--- src/rtl/multi_channel_scoreboard.sv ---
// multi_channel_scoreboard: tracks one tagged word per FIFO channel through the arbitrated FIFO bank.
// Define SB_PROTOCOL_CHECK_EN to also flag overflow, underflow and multi-grant pops in err.
module multi_channel_scoreboard #(
  parameter int NUM_CH = 4,
  parameter int WIDTH  = 8,
  parameter int DEPTH  = 8,
  parameter int CNTW   = $clog2(DEPTH + 1),
  parameter bit REARM  = 1'b0
) (
  input  logic                    clk,
  input  logic                    rst,
  input  logic [NUM_CH-1:0]       start,
  input  logic [NUM_CH-1:0]       push,
  input  logic [NUM_CH-1:0]       pop,
  input  logic [NUM_CH*WIDTH-1:0] flat_data_in,
  input  logic [WIDTH-1:0]        data_out,
  output logic [NUM_CH-1:0]       done,
  output logic [NUM_CH-1:0]       err,
  output logic                    prop_signal
);

  typedef enum logic [1:0] {S_IDLE, S_WAIT, S_DONE} state_t;

  localparam logic [CNTW-1:0] FULL = CNTW'(DEPTH);
  localparam logic [CNTW-1:0] ONE  = CNTW'(1);

`ifdef SB_PROTOCOL_CHECK_EN
  logic w_multi_pop;
  // More than one grant in a cycle makes the shared data_out ambiguous
  assign w_multi_pop = (pop & (pop - NUM_CH'(1))) != '0;
`endif

  for (genvar c = 0; c < NUM_CH; c++) begin : g_ch
    state_t          r_state, w_state_nxt;
    logic [CNTW-1:0] r_occ, w_occ_nxt;
    logic [CNTW-1:0] r_ahead, w_ahead_nxt;
    logic [WIDTH-1:0] r_tag, w_tag_nxt;
    logic            r_err, w_err_nxt;
    logic [WIDTH-1:0] w_din;
    logic            w_full, w_empty;

    assign w_din   = flat_data_in[c*WIDTH +: WIDTH];
    assign w_full  = (r_occ == FULL);
    assign w_empty = (r_occ == '0);

    always_ff @(posedge clk or negedge rst) begin
      if (!rst) begin
        r_state <= S_IDLE;
        r_occ   <= '0;
        r_ahead <= '0;
        r_tag   <= '0;
        r_err   <= 1'b0;
      end else begin
        r_state <= w_state_nxt;
        r_occ   <= w_occ_nxt;
        r_ahead <= w_ahead_nxt;
        r_tag   <= w_tag_nxt;
        r_err   <= w_err_nxt;
      end
    end

    always_comb begin
      w_state_nxt = r_state;
      w_occ_nxt   = r_occ;
      w_ahead_nxt = r_ahead;
      w_tag_nxt   = r_tag;
      w_err_nxt   = r_err;

      if (push[c] && !pop[c] && !w_full)
        w_occ_nxt = r_occ + ONE;
      else if (pop[c] && !push[c] && !w_empty)
        w_occ_nxt = r_occ - ONE;

      unique case (r_state)
        S_IDLE: begin
          if (start[c] && push[c]) begin
            w_state_nxt = S_WAIT;
            w_tag_nxt   = w_din;
            // A same-cycle pop removes one of the entries ahead of the tagged word
            w_ahead_nxt = (pop[c] && !w_empty) ? r_occ - ONE : r_occ;
          end
        end
        S_WAIT: begin
          if (pop[c]) begin
            if (r_ahead != '0) begin
              w_ahead_nxt = r_ahead - ONE;
            end else begin
              w_state_nxt = S_DONE;
              if (data_out != r_tag) w_err_nxt = 1'b1;
            end
          end
        end
        S_DONE: begin
          if (REARM) w_state_nxt = S_IDLE;
        end
        default: w_state_nxt = S_IDLE;
      endcase

`ifdef SB_PROTOCOL_CHECK_EN
      if ((push[c] && w_full) || (pop[c] && w_empty) || (pop[c] && w_multi_pop))
        w_err_nxt = 1'b1;
`endif
    end

    assign done[c] = (r_state == S_DONE);
    assign err[c]  = r_err;
  end

  assign prop_signal = |err;

endmodule

--- config.mk ---
export PLATFORM = sky130hd
export DESIGN_NAME = multi_channel_scoreboard
export DESIGN_NICKNAME = d
export VERILOG_FILES = /design/src/rtl/multi_channel_scoreboard.sv
export SDC_FILE = /design/constraint.sdc
export NUM_CORES = 1
export LEC_CHECK = 0
export ABC_AREA = 0
export ABC_CLOCK_PERIOD_IN_PS = 2100
export CELL_PAD_IN_SITES_DETAIL_PLACEMENT = 2
export CELL_PAD_IN_SITES_GLOBAL_PLACEMENT = 2
export CORE_UTILIZATION = 35
export CTS_CLUSTER_DIAMETER = 40
export DETAILED_ROUTE_END_ITERATION = 10
export PLACE_DENSITY_LB_ADDON = 0.1
export SLEW_MARGIN = 30
export SYNTH_ARGS = -nofsm -noshare
export SYNTH_HDL_FRONTEND = slang
export SYNTH_SLANG_ARGS = --single-unit
--- constraint.sdc ---
create_clock -name clk -period 2.1 [get_ports clk]
set_clock_uncertainty 0.1 [all_clocks]
set_input_delay 0.315 -clock clk [delete_from_list [all_inputs] [get_ports clk]]
set_output_delay 0.315 -clock clk [all_outputs]
set_load 0.005 [all_outputs]
==> results.txt, run 1 <==
- Leakage dissipation: 0.00254 uW
- Setup Total Neg Slack: 0 ns
* Slowest stage delay, CP: 0.53 ns
- Critical path class: reg -> out
- Clock tree synthesis selected as its root buffer the cell clkbuf_16.
- After synthesis the netlist holds a flip-flop and latch count of 76.
- Yosys printed 0 warnings.
* DIE AREA: 0.0138 mm2
- Clock latency on the worst-skew pair, taken at its later pin, is between 0.3 and 0.4 ns.
- Proportion of netlist area held by the largest area contributor: 40.6%
- Port bufs: 62
- VDD IR-drop max: 566 uV
* Clock network power share: between 20% and 30%
- Switching share of total power: a little under two fifths
* Average wire per cell in the routed design: 18.7 um
* Core Region: 0.0128 mm2
- The number of global-route vias before repair came to 4272.
- CP top delay family: simple AND/OR/NAND/NOR gates
* Iter 0 DRT Violations: 144
* Number of setup violations in the final report: 0
* EDFF count, synth: 0
- Antenna diode instance count: 0
- Period minus WS final: 1.97 ns
- WL final: 13.6 mm
- After filler insertion, the fill cell instance count of the layout stands at about 1400.
- Entering global routing, the biggest net connects 47 pins.
- The portion of synthesized area spent on multiplexers is 10.6%.
- The total overflow left after global routing is 0.
- Overall power: 8430 uW
- Final layout net count: 615
* Setup repair after global routing missed its margin: false
- For this run, the leading register cell type out of synthesis is dfrtp_1.
- At the end of routability-driven placement, the weighted congestion stood at 0.733.
- Before CTS, the worst setup slack after placement is 0.0119 ns.
* Initial core utilization: approximately 36%
- Cells with a size suffix above 1 make up between 10% and 20% of the layout.
- Area occupied by multi-input gates: between 0.002 and 0.003 mm2
- Detailed placement HPWL: 10.1 mm
- The H-tree was split into 3 levels.
- Area used by sequential logic in the layout: between 0.0015 and 0.002 mm2
- Ordered cell list for the critical path: or4_1 > dlygate4sd2_1
- From synthesis to final layout, the design area changed by 28.0%.
- Floorplan die width: 118 um
- By area, the combinational part of the netlist is dominated by simple AND/OR/NAND/NOR gates.
- Psw: 3170 uW
* Clock tree from TritonCTS: built
* Post-route fraction of the period consumed by the critical path: a little over nine tenths
* Register share of total power: between 30% and 40%
- The floorplan has 41 rows.
- In this run the tightest slew margin relative to its limit is 68.5%.
- Yosys top cell by area: dfrtp_1
* Startpoint kind of the worst setup timing path: flip-flop
- At the end of the flow the core is filled with cells to a little under half.
* CTS sink cnt: 76
- The number of max-slew violations in the final report is 0.
- Detail Route Antenna Nets: 0
- Router iterations before antenna repair: 4
- Final worst hold slack: roughly 0.37 ns
- STA classifies the critical path endpoint as an output pin.
- The number of buffers and inverters on the critical path is 1.
* Share of flip-flops with an asynchronous set or reset: 100%
- The routed layout has 3862 vias.
- For this design the ratio of total power to cell area is 1410 mW/mm2.
* Transition time of the tightest slew-check pin: 0.466 ns
* Hold/Removal Path Class: in -> async
* I/O pin count: 63
- Number of hold violations in the final report: 0
* CP Max Fanout: 3
- Number of standard cells after synthesis: about 470
- After clock tree synthesis, the clock-pin slew on the worst setup and hold paths is 0.06 ns.
- Of the total synthesized cell area, the portion taken by full adders, half adders and majority gates is 3.21%.
* Peak clock frequency supported by timing: 507 MHz
* Total global routing track utilization: 20.9%
* Fraction of the mapped netlist area in compound gates: 14.1%
- A synthesized cell averages 9.94 um2.
* Run status: finished, final reports clean
- Sorting the synthesized cells by area gives the leading types as dfrtp_1, mux2_2, xor2_1.
- Xor and xnor area share after synthesis: 7.67%
- The synthesized netlist occupies a cell area of 0.00468 mm2.
- Number of different library cells in the post-synthesis netlist: 67
- Post CTS Setup Buffer Count: 0
* Height of the die: 118 um
* Required time worst endpoint: 1.68 ns
- In the routed design, unresolved DRC markers number 0.
* Post-route setup slack: 0.129 ns
- Slowest cell on the critical path: or4_1
- The share of the Yosys chip area taken by registers is roughly two fifths.
- The initial antenna violation count came to 0.
* Internal power: around 5300 uW
* Total nets after synthesis: 537
- Across all register-to-register paths, the minimum setup slack is approximately 0.19 ns.
- Endpoint arrival time on the critical path: 1.56 ns
- Clock tree synthesis inserted a total of 9 buffers.
- Wire length of the first global-routing pass: 22.8 mm
- Of the total power, combinational logic draws between 40% and 50%.
- Max capacitance violation total: 0
- The synthesized netlist devotes 18.5% of its cell area to simple gates.
* Clock Tree Buf Depth: 2
- In the routed layout, each cell is associated on average with a via count of between 5 and 6.
==> synth_stat cells (3+ instances only) <==
master	n
dfrtp_1	76
mux2_2	36
xor2_1	34
nor2_1	29
inv_1	28
o21ai_0	28
nand2_1	21
a21oi_1	16
ha_1	12
nand2b_1	11
buf_2	10
mux2i_1	9
nand3b_1	9
nor2b_1	9
nor3_1	9
nor4_1	8
nand3_1	7
xnor2_1	7
a211oi_1	6
clkbuf_1	6
a31oi_1	5
buf_4	5
nor3b_1	4
nor4b_1	4
o211ai_1	4
or2_2	4
or3_1	4
or4_1	4
a2bb2oi_1	3
and3_1	3
and4b_1	3
and4bb_2	3
nor4bb_1	3
o21bai_1	3
==> sequential cells by signal, summed over array words and instances (netlist names) <==
signal,flops
g_ch.r_state,8
g_ch.r_ahead,16
g_ch.r_tag,32
g_ch.r_occ,16
g_ch.r_err,4
==> layer usage <==
| layer | share of wire [%] | global-route usage, % | wire, um |
|---|---|---|---|
| met4 | 1.4 | 6.81 | 195 |
| met3 | 2.7 | 3.29 | 360 |
| met5 | 0 | 0 | 0 |
| met2 | 50 | 36.3 | 6790 |
| met1 | 46 | 26.4 | 6230 |
==> stage by stage <==
step           cell area, um2  instances
6_report                 5990        726
5_1_grt                  5990        726
4_1_cts                  5990        726
3_5_place_dp             5630        709
3_3_place_gp             5630        709
2_1_floorplan            4680        471
==> path summary, 6_finish.rpt <==
| path | startpoint | to | cells after the start |
|---|---|---|---|
| worst max-delay path | g_ch[1].r_err | prop_signal | 2 |
| worst min-delay path | rst | g_ch[1].r_occ[2] | 2 |
| worst max register to register | g_ch[2].r_ahead[0] | g_ch[2].r_ahead[2] | 5 |
| worst min register to register | g_ch[0].r_err | g_ch[0].r_err | 1 |
| max in group asynchronous | rst | g_ch[1].r_err | 3 |
| min in group clk | g_ch[0].r_err | g_ch[0].r_err | 1 |
==> kinds of logic after synthesis <==
kind of cell / Yosys count
compound gates: 97
xor+xnor: 41
fa+ha+maj: 12
buf+inv: 54
flops: 76
mux: 45
simple gates: 146
==> layout by cell type (no fill, tap or decap), types with 11 or more instances in the layout <==
cell type / count
a21oi_1: 16
buf_4: 29
clkdlybuf4s50_1: 60
dfrtp_1: 76
ha_1: 12
inv_1: 28
mux2_2: 36
nand2_1: 21
nand2b_1: 11
nor2_1: 29
o21ai_0: 28
xor2_1: 34
==> layout make-up <==
| cell class | instances | area share, % |
|---|---|---|
| Clock inverter | 4 | 1.59 |
| Inverter | 28 | 1.75 |
| Timing Repair Buffer | 93 | 14.6 |
| Tap cell | 172 | 3.59 |
| Multi-Input combinational cell | 341 | 42.4 |
| Sequential cell | 76 | 31.7 |
| Clock buffer | 12 | 4.28 |
==> power groups by stage <==
| stage | sequential (uW) | clock, uW | combinational, uW |
|---|---|---|---|
| 3_5_place_dp | 3010 | 0 | 3600 |
| 5_1_grt | 3120 | 1940 | 4040 |
| 3_3_place_gp | 2940 | 0 | 3390 |
| 6_report | 2990 | 1840 | 3600 |
| 2_1_floorplan | 2670 | 0 | 2690 |
| 4_1_cts | 3000 | 1880 | 3670 |
==> repair_timing <==
item,4_1_cts,5_1_grt
resized for setup,1,0
endpoints found under the setup margin,1,0
endpoints found under the hold margin,30,0
hold buffers,1,0
Note: power is estimated with default switching activity, not from simulation.
==> inputs of run 2 (changes only) <==
SLEW_MARGIN = 20   (was 30)
==> results of run 2 <==
Same layout as run 1: the final DEF is identical, and so are final timing and power.
==> edit 1: new RTL, settings of run 1 <==
Set the parameter `REARM` to 1'b1 (it was 1'b0).
--- a/src/rtl/multi_channel_scoreboard.sv
+++ b/src/rtl/multi_channel_scoreboard.sv
@@ -7,3 +7,3 @@
   parameter int CNTW   = $clog2(DEPTH + 1),
-  parameter bit REARM  = 1'b0
+  parameter bit REARM  = 1'b1
 ) (
Behaviour: not the same (Yosys sat finds a counterexample within 4 cycles, from zero or initial values and one cycle with rst low).
==> edit 1 against run 1 <==
- fmax up 1.2%
- count of clock-buffer cells in the layout down 1
- hold slack worse by 0.0082 ns
- wire length up 6.4%
- final area up 1.3%
- power down 2.1%
- sequential power down 6%
- synthesized area up 1.6%
- core utilization down 0.91 points
- setup slack better by 0.024 ns
- final cell count up 4.7%
- via count up 5.6%
- sequential cell count unchanged
==> edit 1: results (changes against run 1) <==
.. list-table::
   :header-rows: 1

   * - Metric
     - Value
   * - Status
     - complete, no violations
   * - First-pass GRT wire length
     - 24100 um (+5.8%)
   * - Int Power
     - 5.03 mW (-4.3%)
   * - Final routed wirelength across all metal layers
     - 14400 um (+6.4%)
   * - Weighted congestion reported at the end of routability-driven placement
     - 0.763 (+4.1%)
   * - Largest cells by area after synthesis
     - dfrtp_1 40%, mux2_2 6.9%, xnor2_1 6.1%, nand2_1 3.4%, ha_1 3.2%
   * - Number of CTS-inserted buffers
     - 9 (unchanged)
   * - Detailed Place HPWL
     - 11000 um (+9.0%)
   * - Worst Setup EP
     - prop_signal
   * - Routed wire length per instance
     - 19.0 um (+1.7%)
   * - Maximum VDD drop
     - 438 uV (-23%)
   * - Synthesized net count
     - 563 (+4.8%)
   * - Share of synthesized cell area in full adder, half adder and majority cells
     - 0.0316 (-0.000490)
   * - Leak
     - 2.51 nW (-0.94%)
   * - Proportion of synthesized area in mux cells
     - 0.0856 (-0.0203)
   * - Data arrival time at the worst-slack endpoint
     - 1.53 ns (-0.03 ns)
   * - Worst flop-to-flop path endpoint
     - g_ch[3].r_ahead[0]$_DFFE_PN0P_
   * - Min Hold Slack
     - 0.358 ns (-0.00816 ns)
   * - Synthesized instance count
     - 497 (+5.5%)
   * - Routed via count divided by cell count
     - 5.36 (+0.84%)
   * - Share of final-layout standard cells stronger than drive strength 1
     - 0.156 (-0.0229)
   * - Number of global-route vias before repair
     - 4546 (+6.4%)
   * - Number of distinct standard cells referenced by the synthesized netlist
     - 63 (-6.0%)
   * - Largest incremental delay on the critical path
     - 0.51 ns (-0.02 ns)
   * - Most common library cells after synthesis
     - 76 x dfrtp_1, 43 x nand2_1, 33 x xnor2_1
   * - GRT Resource Usage Total
     - 0.222 (+0.0126)
   * - Start of the worst register-to-register path
     - g_ch[3].r_occ[0]$_DFFE_PN0P_
   * - Placed instance count
     - 745 (+5.1%)
   * - Fill count
     - 1434 (+6.1%)
   * - Critical path origin
     - g_ch[1].r_err$_DFFE_PN0P_
   * - Compound-cell area share of the yosys netlist
     - 0.158 (+0.0165)
   * - Path depth of the worst reg2reg path
     - 7 (+2)
   * - First-iteration detailed-routing DRC count
     - 153 (+6.3%)
   * - Xor and xnor fraction of the mapped netlist area
     - 0.0793 (+0.00251)
   * - Proportion of synthesized chip area in sequential cells
     - 0.400 (-0.00621)
   * - Worst slew slack as a fraction of its limit
     - 0.616 (-0.0687)
-- edit 1: cell count changes in the layout (fill, tap and decap cells not counted), sizes merged, moves of 6 or more --
cell          run 1  this run
xnor2             7        33
xor2             34        10
buf              31        39
nand3             7         1
a21oi            16        22
nand2            21        43
nand4             2         9
mux2             36        29
o21ai            31        23
-- edit 1: timing repair --
item	CTS	global route
gates resized for setup	1	3
pin swaps	0	1
gates cloned	0	0
endpoints found under the setup margin	1	5
hold buffers	1	0
hold endpoints to repair	29	0
-- edit 1: layout make-up --
cell class	instances	area share
Timing Repair Buffer	101	0.154
Inverter	26	0.0161
Tap cell	176	0.0363
Sequential cell	76	0.314
Clock buffer	11	0.0384
Clock inverter	3	0.00660
Multi-Input combinational cell	367	0.435
-- edit 1: power groups by stage --
stage	combinational, mW	clock (mW)	sequential (mW)
final	3.93	1.51	2.82
after global placement	3.68	0	2.78
after floorplan	2.74	0	2.64
after detailed placement	3.92	0	2.85
after global routing	4.39	1.62	2.92
after CTS	3.97	1.57	2.83
-- edit 1: per-stage QoR --
step	setup slack (ns)	power [mW]	instance area, um2
after floorplan	0.243	5.38	4750
after global placement	-0.0163	6.46	5770
after detailed placement	-0.0740	6.77	5770
after CTS	0.0216	8.37	6050
after global routing	0.0116	8.93	6070
final	0.152	8.25	6070
-- edit 1: worst max-delay path, delay by kind of cell (launching register included) --
kind | cells | cell delay (ns)
AND/OR/NAND/NOR | 1 | 0.51
buffers and inverters | 1 | 0.28
flip-flops | 1 | 0.40
-- edit 1: routing by layer --
layer | vias to the layer above | part of all wire | global-route usage
met4 | 0 | 0.015 | 0.0807
li1 | 1940 | - | -
met3 | 12 | 0.026 | 0.0439
met2 | 47 | 0.53 | 0.393
met1 | 2078 | 0.43 | 0.264
met5 | - | 0 | 0
==> edit 2: new RTL, config.mk and constraints of run 1 <==
Made on the original files. Register the output `err` once more; this adds one clock of latency there. The other outputs are not delayed to match.
--- a/src/rtl/multi_channel_scoreboard.sv
+++ b/src/rtl/multi_channel_scoreboard.sv
@@ -25,2 +25,4 @@
   localparam logic [CNTW-1:0] ONE  = CNTW'(1);
+
+  logic [NUM_CH-1:0] err_d;
 
@@ -105,6 +107,10 @@
     assign done[c] = (r_state == S_DONE);
-    assign err[c]  = r_err;
+    assign err_d[c]  = r_err;
   end
 
-  assign prop_signal = |err;
+  assign prop_signal = |err_d;
+
+  always_ff @(posedge clk) begin
+    err <= err_d;
+  end
 
Behaviour: not the same (a bounded check fails within 4 cycles, from zero or initial values and one cycle with rst low).
==> edit 2 against run 1 <==
- synthesized area increased by 1.1%
- power increased by 2.9%
- hold slack got worse by 0.044 ns
- setup slack improved by 0.0013 ns
- synthesized cell count increased by 5.1%
- sequential cell count increased by 4
- critical path type unchanged
- core utilization decreased by 0.41 points
- wire length increased by 13%
- final area increased by 1.9%
- critical endpoint unchanged
==> edit 2: results (changes against run 1) <==
.. list-table::
   :header-rows: 1

   * - Metric
     - Value
   * - Setup slack on the worst flop-to-flop path
     - 0.16 ns (-0.03 ns)
   * - Fill count
     - 1414 (+4.7%)
   * - Weighted congestion reported at the end of routability-driven placement
     - 0.843 (+15%)
   * - Routed via count divided by cell count
     - 5.37 (+0.86%)
   * - GRT Resource Usage Total
     - 0.235 (+0.0257)
   * - Leak
     - 2.59 nW (+2.2%)
   * - Proportion of synthesized chip area in sequential cells
     - 0.419 (+0.0126)
   * - Fraction of registers with async set or reset after synthesis
     - 0.950 (-0.0500)
   * - Count of nets after finishing
     - 652 (+6.0%)
   * - First-pass GRT wire length
     - 25600 um (+12%)
   * - Start of the worst register-to-register path
     - g_ch[1].r_ahead[0]$_DFFE_PN0P_
   * - Min Hold Slack
     - 0.321 ns (-0.0443 ns)
   * - First-iteration detailed-routing DRC count
     - 134 (-6.9%)
   * - Via count
     - 4115 (+6.6%)
   * - Worst flop-to-flop path endpoint
     - g_ch[1].r_ahead[1]$_DFFE_PN0P_
   * - Most common library cells after synthesis
     - 76 x dfrtp_1, 46 x nand2_1, 29 x inv_1, 29 x mux2_2
   * - Synthesized net count
     - 561 (+4.5%)
   * - Setup WS pre-CTS
     - -0.0495 ns (-0.0614 ns)
   * - Number of distinct standard cells referenced by the synthesized netlist
     - 65 (-3.0%)
   * - Path depth of the worst reg2reg path
     - 6 (+1)
   * - Worst-Margin Slew
     - 0.452 ns (-0.0138 ns)
   * - Largest net degree at the start of global routing
     - 25 (-47%)
   * - Detailed Place HPWL
     - 11500 um (+14%)
   * - Share of final-layout standard cells stronger than drive strength 1
     - 0.164 (-0.0146)
   * - Total cell area at the placement stage
     - 5800 um2 (+3.0%)
   * - Number of global-route vias before repair
     - 4698 (+10%)
   * - Synthesized instance count
     - 495 (+5.1%)
   * - Status
     - complete, no violations
   * - Placed instance count
     - 750 (+5.8%)
   * - Final routed wirelength across all metal layers
     - 15300 um (+13%)
   * - Maximum VDD drop
     - 396 uV (-30%)
   * - Initial antenna violation count
     - 0 (unchanged)
   * - Largest cells by area after synthesis
     - dfrtp_1 40%, mux2_2 6.9%, xor2_1 4.4%, nand2_1 3.7%, xnor2_1 3.3%
   * - Area taken by flip-flops and latches
     - 1980 um2 (+4.2%)
-- edit 2: repair_timing --
item / 4_1_cts / 5_1_grt
hold endpoints to repair: 20 / 0
gates resized for setup: 1 / 2
hold buffers: 1 / 0
endpoints found under the setup margin: 1 / 4
-- edit 2: cell families (layout without fill, tap and decap cells) --
kind of cell / count (synthesis) / in the layout / share of synthesized area
AND/OR/NAND/NOR: 174 / 174 / 0.207
AO/OA/AOI/OAI: 101 / 101 / 0.142
flip-flops: 80 / 80 / 0.419
buffers and inverters: 52 / 148 / 0.0431
XOR/XNOR: 42 / 42 / 0.0778
multiplexers: 34 / 34 / 0.0796
adder cells (fa/ha/maj): 12 / 12 / 0.0317
-- edit 2: report_power, final --
part           switching [mW]  internal, mW  leakage (nW)  total, mW
registers               0.840          2.30         0.943       3.14
clock network           0.661         0.950         0.146       1.61
logic                    1.98          1.94          1.50       3.93
total                    3.49          5.19          2.59       8.67
-- edit 2: metal layers --
layer	share of wire	GRT usage	routed length, um	vias to the layer above
li1	-	-	-	1958
met1	0.47	0.308	7210	2062
met2	0.48	0.391	7380	74
met3	0.027	0.0328	418	21
met4	0.019	0.0889	291	0
met5	0	0	0	-
-- edit 2: worst max-delay path by stage --
| stage | to | slack (ns) | startpoint |
|---|---|---|---|
| 2_1_floorplan | g_ch[1].r_ahead[1]$_DFFE_PN0P_ | 0.20 | g_ch[1].r_occ[1]$_DFFE_PN0P_ |
| 3_3_place_gp | g_ch[1].r_ahead[3]$_DFFE_PN0P_ | 0.07 | pop[1] |
| 3_5_place_dp | g_ch[1].r_err$_DFFE_PN0P_ | -0.05 | data_out[5] |
| 4_1_cts | g_ch[2].r_ahead[3]$_DFFE_PN0P_ | 0.03 | g_ch[2].r_ahead[0]$_DFFE_PN0P_ |
| 5_1_grt | g_ch[1].r_ahead[0]$_DFFE_PN0P_ | 0.03 | g_ch[1].r_occ[1]$_DFFE_PN0P_ |
| 6_report | prop_signal | 0.13 | g_ch[1].r_err$_DFFE_PN0P_ |
-- edit 2: worst reg2reg max path, cell delays in order, from the launching register on --
cell and delay, ns:
dfrtp_1 0.41, inv_1 0.10, ha_1 0.20, or3b_2 0.44, a31o_2 0.31, o311ai_0 0.11, o21ai_0 0.14
-- edit 2: final cells by class --
cell class,instances,share of cell area
clock inverters,4,0.00738
multi-input cells,363,0.420
clock buffers,12,0.0404
inverters,29,0.0178
flip-flops and latches,80,0.325
repair buffers,103,0.154
well taps,176,0.0361
